File: config.mk
export PLATFORM = sky130hd
export DESIGN_NAME = alu_exec_unit
export DESIGN_NICKNAME = d
export VERILOG_FILES = /design/src/rtl/alu_exec_unit.sv
export SDC_FILE = /design/constraint.sdc
export NUM_CORES = 1
export LEC_CHECK = 0
export CORE_AREA = 2 2 141 143
export DETAILED_ROUTE_END_ITERATION = 8
export DIE_AREA = 0 0 143 145
export GPL_TIMING_DRIVEN = 0
export PLACE_DENSITY_LB_ADDON = 0.25
export SLEW_MARGIN = 20
export SYNTH_ARGS = -nofsm -noshare
export SYNTH_HDL_FRONTEND = slang
export SYNTH_SLANG_ARGS = --single-unit
File: constraint.sdc
create_clock -name clk_i -period 5.05 [get_ports clk_i]
set_clock_uncertainty 0.1 [all_clocks]
set_input_delay 0.7575 -clock clk_i [delete_from_list [all_inputs] [get_ports clk_i]]
set_output_delay 0.7575 -clock clk_i [all_outputs]
set_load 0.005 [all_outputs]
File: src/rtl/alu_exec_unit.sv
// RV32I integer execute unit (OP / OP-IMM) with valid/ready handshakes on both sides.
// Define ALU_BARREL_SHIFT_EN to replace the iterative shifter with a single-cycle barrel shifter.
module alu_exec_unit #(
  parameter int unsigned XLEN       = 32,
  parameter int unsigned SHIFT_STEP = 1
) (
  input  logic            clk_i,
  input  logic            rst_i,
  input  logic            in_valid_i,
  output logic            in_ready_o,
  input  logic [2:0]      funct3_i,
  input  logic            funct7b5_i,
  input  logic            is_imm_i,
  input  logic [XLEN-1:0] op_a_i,
  input  logic [XLEN-1:0] op_b_i,
  output logic            out_valid_o,
  input  logic            out_ready_i,
  output logic [XLEN-1:0] result_o,
  output logic            busy_o
);
  localparam int unsigned ShW = $clog2(XLEN);

  localparam logic [2:0] F3Add  = 3'b000;
  localparam logic [2:0] F3Sll  = 3'b001;
  localparam logic [2:0] F3Slt  = 3'b010;
  localparam logic [2:0] F3Sltu = 3'b011;
  localparam logic [2:0] F3Xor  = 3'b100;
  localparam logic [2:0] F3Sr   = 3'b101;
  localparam logic [2:0] F3Or   = 3'b110;
  localparam logic [2:0] F3And  = 3'b111;

`ifdef ALU_BARREL_SHIFT_EN
  typedef enum logic [0:0] {StIdle, StDone} state_e;
`else
  typedef enum logic [1:0] {StIdle, StShift, StDone} state_e;
`endif

  state_e          state_q, state_d;
  logic [XLEN-1:0] result_q, result_d;
  logic [XLEN-1:0] alu_res;
  logic [ShW-1:0]  shamt;
  logic            sub_op;
  logic            accept;

  assign shamt  = op_b_i[ShW-1:0];
  assign sub_op = !is_imm_i && funct7b5_i;
  assign accept = in_valid_i && in_ready_o;

`ifdef ALU_BARREL_SHIFT_EN
  logic [XLEN-1:0] sra_res;
  assign sra_res = $signed(op_a_i) >>> shamt;
`else
  localparam logic [ShW:0] StepAmt = (ShW + 1)'(SHIFT_STEP);

  logic [XLEN-1:0] work_q, work_d;
  logic [ShW-1:0]  cnt_q, cnt_d;
  logic            sra_q, sra_d;
  logic            left_q, left_d;
  logic [ShW:0]    cnt_ext, step_amt;
  logic [ShW-1:0]  cnt_rem;
  logic [XLEN-1:0] shl_val, shr_val, sra_val, shifted;
  logic            is_shift;

  assign is_shift = (funct3_i == F3Sll) || (funct3_i == F3Sr);
  assign cnt_ext  = {1'b0, cnt_q};
  // Final step may be shorter than SHIFT_STEP so the total never overshoots shamt.
  assign step_amt = (cnt_ext >= StepAmt) ? StepAmt : cnt_ext;
  assign cnt_rem  = cnt_q - step_amt[ShW-1:0];
  assign shl_val  = work_q << step_amt;
  assign shr_val  = work_q >> step_amt;
  assign sra_val  = $signed(work_q) >>> step_amt;

  always_comb begin
    shifted = shr_val;
    if (left_q) begin
      shifted = shl_val;
    end else if (sra_q) begin
      shifted = sra_val;
    end
  end
`endif

  always_comb begin
    alu_res = '0;
    unique case (funct3_i)
      F3Add:  alu_res = sub_op ? (op_a_i - op_b_i) : (op_a_i + op_b_i);
      F3Slt:  alu_res = {{(XLEN - 1){1'b0}}, $signed(op_a_i) < $signed(op_b_i)};
      F3Sltu: alu_res = {{(XLEN - 1){1'b0}}, op_a_i < op_b_i};
      F3Xor:  alu_res = op_a_i ^ op_b_i;
      F3Or:   alu_res = op_a_i | op_b_i;
      F3And:  alu_res = op_a_i & op_b_i;
`ifdef ALU_BARREL_SHIFT_EN
      F3Sll:  alu_res = op_a_i << shamt;
      F3Sr:   alu_res = funct7b5_i ? sra_res : (op_a_i >> shamt);
`else
      // Only reached with shamt == 0; non-zero shifts go through StShift.
      F3Sll, F3Sr: alu_res = op_a_i;
`endif
      default: alu_res = '0;
    endcase
  end

  // State register
  always_ff @(posedge clk_i) begin
    if (rst_i) begin
      state_q  <= StIdle;
      result_q <= '0;
`ifndef ALU_BARREL_SHIFT_EN
      work_q   <= '0;
      cnt_q    <= '0;
      sra_q    <= 1'b0;
      left_q   <= 1'b0;
`endif
    end else begin
      state_q  <= state_d;
      result_q <= result_d;
`ifndef ALU_BARREL_SHIFT_EN
      work_q   <= work_d;
      cnt_q    <= cnt_d;
      sra_q    <= sra_d;
      left_q   <= left_d;
`endif
    end
  end

  // Next-state logic
  always_comb begin
    state_d  = state_q;
    result_d = result_q;
`ifndef ALU_BARREL_SHIFT_EN
    work_d   = work_q;
    cnt_d    = cnt_q;
    sra_d    = sra_q;
    left_d   = left_q;
`endif
    unique case (state_q)
      StIdle: ;
`ifndef ALU_BARREL_SHIFT_EN
      StShift: begin
        work_d = shifted;
        cnt_d  = cnt_rem;
        if (cnt_rem == '0) begin
          result_d = shifted;
          state_d  = StDone;
        end
      end
`endif
      StDone: begin
        if (out_ready_i) begin
          state_d = StIdle;
        end
      end
      default: state_d = StIdle;
    endcase

    // Accept is only possible from StIdle or a draining StDone.
    if (accept) begin
`ifndef ALU_BARREL_SHIFT_EN
      if (is_shift && (shamt != '0)) begin
        work_d  = op_a_i;
        cnt_d   = shamt;
        sra_d   = (funct3_i == F3Sr) && funct7b5_i;
        left_d  = (funct3_i == F3Sll);
        state_d = StShift;
      end else begin
        result_d = alu_res;
        state_d  = StDone;
      end
`else
      result_d = alu_res;
      state_d  = StDone;
`endif
    end
  end

  // Outputs
  always_comb begin
    in_ready_o  = !rst_i &&
                  ((state_q == StIdle) || ((state_q == StDone) && out_ready_i));
    out_valid_o = (state_q == StDone);
    busy_o      = (state_q != StIdle);
    result_o    = result_q;
  end

endmodule

-- Word-level counts from Yosys, hierarchy flattened
Cells that the tools add are included.
- flip-flop bits (word level): 73
- bits of input ports: 73
- output and inout port bits: 35
- logic and storage cells: 68
- add/subtract/negate cells: 3
- order comparisons: 3
- eq/ne operators: 12
- shifts and indexed selects: 3
- mux-type cells: 20
- bitwise operators: 3
- reductions and logical operators: 18
- operators by type and width (kind ; number):
    2-to-1 mux 32 bit ; 10
    case mux 32 bit (7 select lines) ; 1
    less-than comparator 32 bit ; 2
    adder 32 bit ; 1
    bitwise AND 32 bit ; 1
    OR 32 bit ; 1
    << shifter 32 x 5 -> 32 bit ; 1
    >> shifter 32 x 5 -> 32 bit ; 1
    >>> shifter 32 x 5 -> 32 bit ; 1
    subtractor 32 bit ; 1
    XOR 32 bit ; 1
    2-to-1 mux 5 bit ; 4
    equality test 3 bit (second input constant) ; 4
    2-to-1 mux 2 bit ; 4
    equality test 3 x 2 -> 1 bit (second input constant) ; 2
    logical AND 1 bit ; 6
    case mux 2 bit (3 select lines) ; 1
    greater-or-equal comparator 5 x 1 -> 1 bit (second input constant) ; 1
    zero test 5 bit ; 1
    nonzero test 5 bit ; 1
    subtractor 5 bit ; 1
    equality test 3 x 1 -> 1 bit (second input constant) ; 1
    zero test 3 bit ; 1
    != test 3 x 1 -> 1 bit (second input constant) ; 1
    11 further kinds ; 13

-- Depth between registers and ports, before layout
Gate-level depths: netlist (run 1).
- depth in word-level cells: 9
- gate-level depth with buffers: 16
- mapped depth without buffers: 13

-- Worst setup path before layout (run 1)
OpenSTA, ideal clock, no wires.
- kind: reg-to-reg
- start: register cnt_q[1]
- end: register result_q[25], in the netlist result_o[25]
- setup time: 0.119 ns
- arrival: 3.344 ns
- required time: 4.831 ns
- setup slack: 1.488 ns
- cell stages (with the launch flop): 15
- buffers on the path: 5
- clock period less this slack: 3.562 ns
- cell sequence: dfxtp_1 -> or3_1 -> or2_2 -> clkbuf_1 -> clkbuf_1 -> nand2b_1 -> ha_1 -> nor3b_1 -> o21ai_0 -> a211o_1 -> clkbuf_1 -> buf_1 -> buf_1 -> o21ai_0 -> o221a_2
- cells in the longest elaborated chain, start to end: 9
- elaborated cells between the ends (all ways): 13
- classes of those cells: add/sub: 1; order compare: 1; shift: 3; mux: 7; reduce/logical: 1
- ends and longest elaborated chain (element ; RTL line ; text):
    start: declaration ; 56 ; logic [ShW-1:0] cnt_q, cnt_d;
    start signal: assignment ; 119 ; cnt_q <= cnt_d;
    greater-or-equal comparator 5 x 1 -> 1 bit ; 67 ; assign step_amt = (cnt_ext >= StepAmt) ? StepAmt : cnt_ext;
    2-to-1 mux 5 bit ; 67 ;
    >> shifter 32 x 5 -> 32 bit / >>> shifter 32 x 5 -> 32 bit (equally long branches) ; 70, 71 ;
    2-to-1 mux 32 bit ; 77 ; end else if (sra_q) begin
    2-to-1 mux 32 bit ; 75 ; if (left_q) begin
    2-to-1 mux 32 bit * ; 142 ; if (cnt_rem == '0) begin
    2-to-1 mux 32 bit * ; 136 ; unique case (state_q)
    2-to-1 mux 32 bit ; 159 ; if (is_shift && (shamt != '0)) begin
    2-to-1 mux 32 bit * ; 157 ; if (accept) begin
    end signal: assignment ; 116 ; result_q <= result_d;
    end: declaration ; 39 ; logic [XLEN-1:0] result_q, result_d;
Every way passes the cells marked *; elsewhere a longest branch is shown, timed or not.
A chain may end at the register's enable or synchronous reset.

-- Final worst setup path (run 1)
- start: input op_a_i[8]
- end: register result_q[22], in the netlist result_o[22]
- cells in the longest elaborated chain, start to end: 5
- elaborated cells between the ends (all ways): 6
- classes of those cells: add/sub: 2; mux: 4
- ends and longest elaborated chain (element ; RTL line ; text):
    start: declaration ; 14 ; input logic [XLEN-1:0] op_a_i,
    adder 32 bit / subtractor 32 bit (equally long branches) ; 86 ; F3Add: alu_res = sub_op ? (op_a_i - op_b_i) : (op_a_i + op_b_i);
    2-to-1 mux 32 bit * ; 86 ;
    case mux 32 bit (7 select lines) * ; 85 ; unique case (funct3_i)
    2-to-1 mux 32 bit * ; 159 ;
    2-to-1 mux 32 bit * ; 157 ;
Marks and branches as above.

==> key figures, run 1 <==
Synthesis
  – Cells after synthesis: about 1300
  – Netlist Area Pre-Place: between 8000 and 9000 µm²
  – Synthesis warning total: 0
  – FF+latch count, synth: 73
  – Primary FF master, synth: dfxtp_1
  – Syn_area_per_cell: 7.00 µm²
  – Syn nets: ~1400
  – Cell variety after synth: just over 70
  – Asr flop ratio synth: 0
  – Post-synth EDFFs: 0
  – Sequential area share after synthesis: 0.166

Worst setup path
  – R2r worst-path depth: 15
  – RR Endpoint: result_o[18]
  – Worst r2r src: cnt_q[1]
  – R2R Setup Slk: roughly 0.45 ns
  – Setup crit start kind: input pin
  – CP max-delay cell: o31ai_1
  – Crit-path max FO: 10
  – CP endpoint kind: flop
  – CP Data Arrival Time: about 4.8 ns
  – Critical Path RT: about 5.2 ns
  – Critical path class: in -> reg
  – Worst-path cell chain: clkdlybuf4s50_1, inv_1, ha_1, clkbuf_1, nor2_1, nand2_1, o31ai_1, o311ai_1, a211oi_1, o21ai_0, nand3_1, or3b_1, a21oi_1
  – Max incr delay on CP: slightly above 0.6 ns

Floorplanning
  – Height of the die: 145 µm
  – # rows: 51
  – Starting density of the core: 0.460
  – Die width: 143 µm
  – Core Box Area: a little under 20000 µm²
  – I/O Pins: approximately 110
  – Die area: 20700 µm²

Hold path
  – Hold path startpoint: sra_q
  – Hold Path End: sra_q
  – HP Class: reg -> reg
  – WHS Path Cells: 2

GRT
  – Vias in the first global route: roughly 9400
  – First-pass GRT wire length: ~55000 µm
  – Grt ovf: 0
  – Antenna violations before repair: 0
  – Pin count of the biggest net entering global routing: 14
  – Total GRT Usage: 0.347

CTS
  – Total CTS buffers: 9
  – CTS tree: yes
  – H-tree levels: 3
  – Bufs on Longest Clock Path: 2
  – Postcts setup bufs: 0
  – Gates resized, CTS repair: 0
  – Clock latency on the worst-skew pair: about 0.34 ns
  – CTS root buf: clkbuf_16
  – CTS sink count: 73
  – Worst-path clk slew: 0.06 ns
  – Hold Buf Count CTS: 0

Place
  – Port buffer count: about 100
  – Gpl congestion: around 1.1
  – Post-Place Worst Slack: 0.195 ns
  – Final HPWL DP: between 20000 and 30000 µm
  – DP Area: 10200 µm²

STA
  – Final Hold Fails: 0
  – Hold WS: 0.380 ns
  – Final setup violation count: 0
  – Worst Setup Slack, final: 0.394 ns
  – Setup TNS: 0 ns
  – Tmin final: between 4 and 5 ns
  – Fmax achieved: about 0.21 GHz
  – Relative slew margins: 0.305
  – Worst slew pin tran: around 1.0 ns
  – Slew Viols, Final: 0
  – Final worst path period share: 0.922
  – RSZ-0062 raised after global routing: false

Cells and area
  – Final layout net count: about 1600
  – Reg area: 1460 µm²
  – Util after Layout: 0.548
  – Share of layout cells above drive strength 1: 0.0282
  – Area of the multi-input gates: approximately 6600 µm²
  – Final instance area: ~11000 µm²
  – Filler cells: 1910
  – N_diodes: 0
  – Area growth, synth to finish: 19.2%

Pwr
  – Pleak: approximately 4 nW
  – PwrDens: approximately 220 nW/µm²
  – Maximum VDD drop: between 0.15 and 0.2 mV

Routing
  – Vias per inst: approximately 6.2
  – Initial DRC count: 1019
  – Number of remaining DRC errors: 0
  – Drt wl/cell: about 22 µm
  – Routed vias: between 10000 and 15000
  – Router iterations before antenna repair: 5
  – Detailed Route WL: about 37000 µm
  – Routed Antenna Nets: 0

Flow run
  – Max-cap viol count: 0

Status
  – Run status: complete, no violations
==> kinds of logic (layout without fill, tap and decap cells) <==
logic type | Yosys count | after routing | synth area share
compound gates | 451 | 451 | 0.347
xor+xnor | 25 | 25 | 0.0248
fa+ha+maj | 100 | 100 | 0.143
buf+inv | 197 | 317 | 0.0850
flops | 73 | 73 | 0.166
mux | 38 | 38 | 0.0431
simple gates | 378 | 378 | 0.191
==> cell usage after synthesis, drive strengths merged (4+ instances only) <==
cell type,n,area share
a31oi,10,0.0071
a21oi,107,0.061
o31ai,11,0.0094
clkbuf,76,0.032
nor3b,4,0.0034
o221ai,4,0.0040
a221oi,7,0.0084
inv,102,0.043
o211ai,10,0.0085
and3,4,0.0028
mux2i,38,0.043
o2111ai,25,0.025
a22oi,27,0.023
dfxtp,73,0.17
o21bai,10,0.0089
ha,98,0.14
or3b,4,0.0040
nand2b,12,0.0085
or2,7,0.0050
nor3,36,0.020
a311oi,7,0.0077
or3,17,0.012
a211o,5,0.0050
nor2,138,0.059
a2111oi,6,0.0067
o21ai,80,0.045
nand2,111,0.047
xnor2,22,0.022
nor2b,9,0.0064
a21o,7,0.0060
o311ai,7,0.0078
o21a,9,0.0077
a211oi,86,0.073
buf,19,0.0092
nand3,24,0.014
o31a,5,0.0050
o22ai,8,0.0057
==> final cells by class <==
cell class | count | share of cell area
flip-flops and latches | 73 | 0.139
inverters | 102 | 0.0364
multi-input cells | 992 | 0.629
repair buffers | 104 | 0.0989
clock inverters | 7 | 0.00904
well taps | 265 | 0.0315
clock buffers | 9 | 0.0214
plain buffers | 95 | 0.0350
==> where the power goes <==
part,internal [mW],switching (mW)
Combinational,0.353,0.585
Clock,0.432,0.258
Sequential,0.612,0.0300
==> flip-flops by register name (all words and copies together), names as in the netlist <==
register and cells:
result_o 32, work_q 32, cnt_q 5, state_q 2, left_q 1, sra_q 1
==> routing by layer <==
layer	track usage	vias to the layer above	part of all wire
li1	-	4803	-
met2	0.533	615	0.45
met3	0.0855	69	0.12
met5	0	-	0
met4	0.109	0	0.028
met1	0.475	4802	0.41
==> cell usage in the layout, fill, tap and decap left out, types with 27 or more instances in the layout <==
cell type        count
a211oi_1            86
a21oi_1            106
a22oi_1             27
clkbuf_1            75
clkdlybuf4s50_1    104
dfxtp_1             73
ha_1                98
inv_1              102
mux2i_1             38
nand2_1            111
nor2_1             138
nor3_1              36
o21ai_0             78
==> stage by stage <==
step | power [mW] | cells
floorplan | 1.22 | 1262
finish | 2.27 | 1647
detailed placement | 1.55 | 1631
global placement | 1.55 | 1631
CTS | 2.24 | 1647
global route | 2.38 | 1647
==> worst max-delay path by stage <==
stage / start / to / slack (ns) / depth (start not counted)
after detailed placement: op_a_i[0] / result_o[22] / 0.20 / 13
after floorplan: cnt_q[1] / result_o[25] / 1.49 / 14
final: op_a_i[8] / result_o[22] / 0.39 / 13
after global routing: cnt_q[1] / result_o[18] / 0.10 / 15
after global placement: op_a_i[0] / result_o[22] / 0.27 / 13
after CTS: cnt_q[1] / result_o[18] / 0.51 / 15
==> critical path: cells and delay by family <==
kind            cells  cell delay (ns)
fa+ha+maj           1             0.33
buf+inv             3             0.95
compound gates      5             1.87
simple gates        4             0.91
No activity file was read; power rests on OpenSTA's default activity.
==> run 2, diff against run 1 <==
CORE_AREA = 5 5 144 146   (was 2 2 141 143)
DIE_AREA = 0 0 149 151   (was 0 0 143 145)
==> key figures, run 2 (synthesis gave the netlist of run 1 again) <==
STA
  – RSZ-0062 raised after global routing: false (unchanged)
  – Final setup violation count: 0 (unchanged)
  – Fmax achieved: 0.210 GHz (was 0.215 GHz)
  – Worst slew pin tran: 0.991 ns (was 1.03 ns)
  – Worst Setup Slack, final: 0.286 ns (was 0.394 ns)
  – Relative slew margins: 0.322 (was 0.305)
  – Setup TNS: 0 ns (unchanged)
  – Final Hold Fails: 0 (unchanged)
  – Tmin final: 4.76 ns (was 4.66 ns)
  – Slew Viols, Final: 0 (unchanged)
  – Hold WS: 0.362 ns (was 0.380 ns)
  – Final worst path period share: 0.943 (was 0.922)

Floorplanning
  – Die area: 22500 µm² (was 20700 µm²)
  – Height of the die: 151 µm (was 145 µm)
  – Starting density of the core: 0.458 (was 0.460)
  – I/O Pins: 108 (unchanged)
  – Core Box Area: 19300 µm² (was 19200 µm²)
  – # rows: 51 (unchanged)
  – Die width: 149 µm (was 143 µm)

CTS
  – Bufs on Longest Clock Path: 2 (unchanged)
  – Postcts setup bufs: 0 (unchanged)
  – Worst-path clk slew: 0.06 ns (about the same)
  – Hold Buf Count CTS: 0 (unchanged)
  – CTS tree: yes (unchanged)
  – Total CTS buffers: 9 (unchanged)
  – CTS root buf: clkbuf_16 (unchanged)
  – CTS sink count: 73 (unchanged)
  – Gates resized, CTS repair: 0 (unchanged)
  – Clock latency on the worst-skew pair: 0.34 ns (about the same)
  – H-tree levels: 3 (unchanged)

Worst setup path
  – Family with the most delay on the worst path: compound AO/OA/AOI/OAI gates (unchanged)
  – Buf/Inv on CP: 3 (unchanged)
  – Worst r2r src: cnt_q[1] (unchanged)
  – CP max-delay cell: o31ai_1 (unchanged)
  – Critical Path RT: 5.22 ns (about the same)
  – CP Data Arrival Time: 4.93 ns (was 4.82 ns)
  – Worst-path cell chain: clkdlybuf4s50_1, inv_1, ha_1, clkbuf_1, nor2_1, nand2_1, o31ai_1, o311ai_1, a211oi_1, o21ai_0, nand3_1, or3b_1, a21oi_1 (unchanged)
  – RR Endpoint: result_o[15] (was result_o[18])
  – Crit-path max FO: 10 (unchanged)
  – Max incr delay on CP: 0.72 ns (was 0.62 ns)
  – Setup crit start kind: input pin (unchanged)
  – R2R Setup Slk: 0.31 ns (was 0.45 ns)
  – CP endpoint kind: flop (unchanged)
  – Critical path class: in -> reg (unchanged)
  – R2r worst-path depth: 15 (unchanged)

Place
  – DP Area: 10200 µm² (unchanged)
  – Gpl congestion: 0.996 (was 1.05)
  – Final HPWL DP: 30100 µm (was 28900 µm)
  – Port buffer count: 104 (unchanged)
  – Inst Count DP: 1631 (unchanged)
  – Post-Place Worst Slack: 0.0933 ns (was 0.195 ns)

Routing
  – Routed vias: 10299 (was 10289)
  – Detailed Route WL: 38000 µm (was 36700 µm)
  – Drt wl/cell: 23.0 µm (was 22.3 µm)
  – Initial DRC count: 1065 (was 1019)
  – Router iterations before antenna repair: 6 (was 5)
  – Vias per inst: 6.25 (about the same)
  – Routed Antenna Nets: 0 (unchanged)
  – Number of remaining DRC errors: 0 (unchanged)

GRT
  – Total GRT Usage: 0.329 (was 0.347)
  – GR Util met1: 0.455 (was 0.475)
  – Met2 usage: 0.537 (was 0.533)
  – Antenna violations before repair: 2 (was 0)
  – Pin count of the biggest net entering global routing: 13 (was 14)
  – GR peak layer: met2 (unchanged)
  – Grt ovf: 0 (unchanged)
  – Vias in the first global route: 9480 (was 9449)
  – First-pass GRT wire length: 56700 µm (was 55000 µm)
  – GR Util met3: 0.0560 (was 0.0855)

Hold path
  – HP Class: reg -> reg (unchanged)
  – Hold path startpoint: sra_q (unchanged)
  – WHS Path Cells: 2 (unchanged)
  – Hold Path End: sra_q (unchanged)

Pwr
  – Pleak: 3.99 nW (about the same)
  – PwrDens: 216 nW/µm² (about the same)
  – Maximum VDD drop: 0.136 mV (was 0.171 mV)
  – Total Power: 2.27 mW (about the same)

Cells and area
  – Final Non-Filler Cells: 1647 (unchanged)
  – Most common cell after layout, fill and taps aside: nor2_1 (unchanged)
  – N_diodes: 0 (unchanged)
  – Final layout net count: 1550 (unchanged)
  – Util after Layout: 0.546 (was 0.548)
  – Share of layout cells above drive strength 1: 0.0282 (unchanged)
  – Area growth, synth to finish: 19.1% (was 19.2%)
  – Filler cells: 1968 (was 1910)
  – Most frequent cells in the layout: nor2_1, nand2_1, a21oi_1, clkdlybuf4s50_1, inv_1 (unchanged)
  – Final instance area: 10500 µm² (about the same)

Flow run
  – Max-cap viol count: 0 (unchanged)

Status
  – Run status: complete, no violations (unchanged)
[run 2: worst max path at each step]
stage,startpoint,endpoint,depth (start not counted)
2_1_floorplan,cnt_q[1],result_o[25],14
3_3_place_gp,op_a_i[0],result_o[22],13
3_5_place_dp,op_a_i[0],result_o[22],13
4_1_cts,op_a_i[0],result_o[22],13
5_1_grt,cnt_q[1],result_o[15],15
6_report,op_a_i[8],result_o[22],13
[run 2: cell type report]
class | instances | area, µm² | share of cell area
Tap cell | 265 | 332 | 0.0315
Timing Repair Buffer | 104 | 1040 | 0.0990
Multi-Input combinational cell | 992 | 6620 | 0.630
Sequential cell | 73 | 1460 | 0.139
Clock buffer | 10 | 229 | 0.0218
Clock inverter | 6 | 82.6 | 0.00785
Buffer | 95 | 368 | 0.0350
Inverter | 102 | 383 | 0.0364
[run 2: power breakdown]
group          leakage (nW)  switching (mW)  internal [mW]
clock                 0.152           0.255          0.430
sequential            0.596          0.0298          0.612
combinational          3.24           0.588          0.353
[run 2: layer usage]
metal,vias up,share of wire,wire length (µm)
met5,-,0.00058,22
met4,4,0.025,959
met3,83,0.10,3920
met2,573,0.45,17000
met1,4815,0.42,16000
li1,4824,-,-
[run 2: tightest hold or removal path, delay by kind of cell (launching register included)]
| kind | cells | cell delay (ns) |
|---|---|---|
| simple gates | 1 | 0.05 |
| compound gates | 1 | 0.05 |
| flops | 1 | 0.31 |
==> run 3, diff against run 2 <==
CORE_AREA = 5 5 170 123   (was 5 5 144 146)
DIE_AREA = 0 0 175 128   (was 0 0 149 151)
==> key figures, run 3 (synthesis gave the netlist of run 1 again) <==
CTS
  – CTS root buf: clkbuf_16 (unchanged)
  – Bufs on Longest Clock Path: 2 (unchanged)
  – Clock latency on the worst-skew pair: 0.35 ns (was 0.34 ns)
  – Hold Buf Count CTS: 0 (unchanged)
  – Postcts setup bufs: 0 (unchanged)
  – Worst-path clk slew: 0.07 ns (was 0.06 ns)
  – CTS sink count: 73 (unchanged)
  – Total CTS buffers: 9 (unchanged)
  – H-tree levels: 3 (unchanged)
  – CTS tree: yes (unchanged)
  – Gates resized, CTS repair: 0 (unchanged)

Worst setup path
  – Crit-path max FO: 10 (unchanged)
  – Buf/Inv on CP: 5 (was 3)
  – Critical path class: reg -> reg (was in -> reg)
  – R2R Setup Slk: 0.24 ns (was 0.31 ns)
  – Max incr delay on CP: 0.66 ns (was 0.72 ns)
  – CP max-delay cell: buf_1 (was o31ai_1)
  – Family with the most delay on the worst path: buffers and inverters (was compound AO/OA/AOI/OAI gates)
  – Critical Path RT: 5.18 ns (was 5.22 ns)
  – Worst-path cell chain: or3_1, or2_2, clkbuf_1, clkbuf_1, nand2b_1, ha_1, nor3b_1, o21ai_0, a211o_1, clkbuf_1, buf_1, buf_1, a21oi_1, a221oi_1 (was clkdlybuf4s50_1, inv_1, ha_1, clkbuf_1, nor2_1, nand2_1, o31ai_1, o311ai_1, a211oi_1, o21ai_0, nand3_1, or3b_1, a21oi_1)
  – Critical path's most frequent cell: clkbuf_1
  – CP Data Arrival Time: 4.95 ns (was 4.93 ns)
  – Setup crit start kind: flop (was input pin)
  – CP endpoint kind: flop (unchanged)

STA
  – Final setup violation count: 0 (unchanged)
  – Setup TNS: 0 ns (unchanged)
  – Tmin final: 4.81 ns (was 4.76 ns)
  – Relative slew margins: 0.300 (was 0.322)
  – Hold WS: 0.365 ns (was 0.362 ns)
  – Slew Viols, Final: 0 (unchanged)
  – Final worst path period share: 0.953 (was 0.943)
  – Worst slew pin tran: 1.05 ns (was 0.991 ns)
  – RSZ-0062 raised after global routing: false (unchanged)
  – Fmax achieved: 0.208 GHz (was 0.210 GHz)
  – Final Hold Fails: 0 (unchanged)

GRT
  – Total GRT Usage: 0.332 (was 0.329)
  – Antenna violations before repair: 0 (was 2)
  – Vias in the first global route: 9798 (was 9480)
  – Pin count of the biggest net entering global routing: 14 (was 13)
  – Grt ovf: 0 (unchanged)
  – First-pass GRT wire length: 57800 µm (was 56700 µm)

Pwr
  – Pleak: 3.98 nW (was 3.99 nW)
  – Maximum VDD drop: 0.144 mV (was 0.136 mV)
  – Total Power: 2.27 mW (about the same)
  – PwrDens: 217 nW/µm² (was 216 nW/µm²)

Floorplanning
  – Height of the die: 128 µm (was 151 µm)
  – Core Box Area: 19300 µm² (about the same)
  – Starting density of the core: 0.458 (about the same)
  – # rows: 43 (was 51)
  – Die width: 175 µm (was 149 µm)
  – Die area: 22400 µm² (was 22500 µm²)
  – I/O Pins: 108 (unchanged)

Cells and area
  – N_diodes: 0 (unchanged)
  – Most frequent cells in the layout: nor2_1, nand2_1, a21oi_1, clkdlybuf4s50_1, inv_1 (unchanged)
  – Most common cell after layout, fill and taps aside: nor2_1 (unchanged)
  – Final layout net count: 1550 (unchanged)
  – Share of layout cells above drive strength 1: 0.0282 (unchanged)
  – Filler cells: 1954 (was 1968)
  – Area growth, synth to finish: 18.8% (was 19.1%)

Place
  – Final HPWL DP: 29800 µm (was 30100 µm)
  – Gpl congestion: 1.01 (was 0.996)
  – Port buffer count: 104 (unchanged)

Routing
  – Vias per inst: 6.55 (was 6.25)
  – Initial DRC count: 1878 (was 1065)
  – Router iterations before antenna repair: 6 (unchanged)
  – Number of remaining DRC errors: 0 (unchanged)
  – Routed Antenna Nets: 0 (unchanged)
  – Detailed Route WL: 38700 µm (was 38000 µm)
  – Drt wl/cell: 23.8 µm (was 23.0 µm)
  – Routed vias: 10666 (was 10299)

Hold path
  – HP Class: reg -> reg (unchanged)

Status
  – Run status: complete, no violations (unchanged)

Flow run
  – Max-cap viol count: 0 (unchanged)
-- run 3: cell types whose count changed in the layout (fill, tap and decap cells not counted) --
cell and change:
bufinv_16 -1, clkinv_4 +4, clkbuf_8 +1, a2111oi_1 -1
clkinvlp_4 -1, a2111oi_0 +1, clkinv_2 -3
-- run 3: routing by layer --
metal | part of all wire | track usage
met5 | 0 | 0
met4 | 0.039 | 0.137
met3 | 0.14 | 0.0887
met2 | 0.40 | 0.469
met1 | 0.43 | 0.477
-- run 3: through the flow --
| step | util | instance area, µm² | setup slack [ns] | std cells |
|---|---|---|---|---|
| after floorplan | - | 8830 | 1.49 | 1262 |
| after global placement | 0.528 | 10200 | 0.226 | 1613 |
| after detailed placement | 0.528 | 10200 | 0.219 | 1613 |
| after CTS | 0.544 | 10500 | 0.354 | 1629 |
| after global routing | 0.545 | 10500 | 0.0000617 | 1629 |
| final | 0.545 | 10500 | 0.235 | 1629 |
-- run 3: where the power goes --
group | internal, mW | leakage [nW] | switching (mW)
combinational | 0.353 | 3.24 | 0.597
sequential | 0.611 | 0.596 | 0.0320
clock | 0.400 | 0.150 | 0.280
total | 1.37 | 3.98 | 0.910
-- run 3: worst paths after layout --
kind,start,end,cells past startpoint
worst max-delay path,cnt_q[1],result_o[9],14
worst min-delay path,sra_q,sra_q,2
worst min register to register,sra_q,sra_q,2
worst max register to register,cnt_q[1],result_o[9],14
-- run 3: layout make-up --
class                      instances  area (µm²)  share of cell area
multi-input combinational        992        6620               0.631
sequential                        73        1460               0.139
timing repair buffer             104        1040              0.0992
inverter                         102         383              0.0365
buffer                            95         368              0.0351
tap                              247         309              0.0295
clock buffer                      11         243              0.0231
clock inverter                     5        65.1             0.00620
-- run 3: worst reg2reg max path: stages, from the launching register on --
cell and delay [ns]:
dfxtp_1 0.35, or3_1 0.40, or2_2 0.33, clkbuf_1 0.23
clkbuf_1 0.32, nand2b_1 0.21, ha_1 0.25, nor3b_1 0.07
o21ai_0 0.23, a211o_1 0.17, clkbuf_1 0.38, buf_1 0.46
buf_1 0.66, a21oi_1 0.18, a221oi_1 0.37
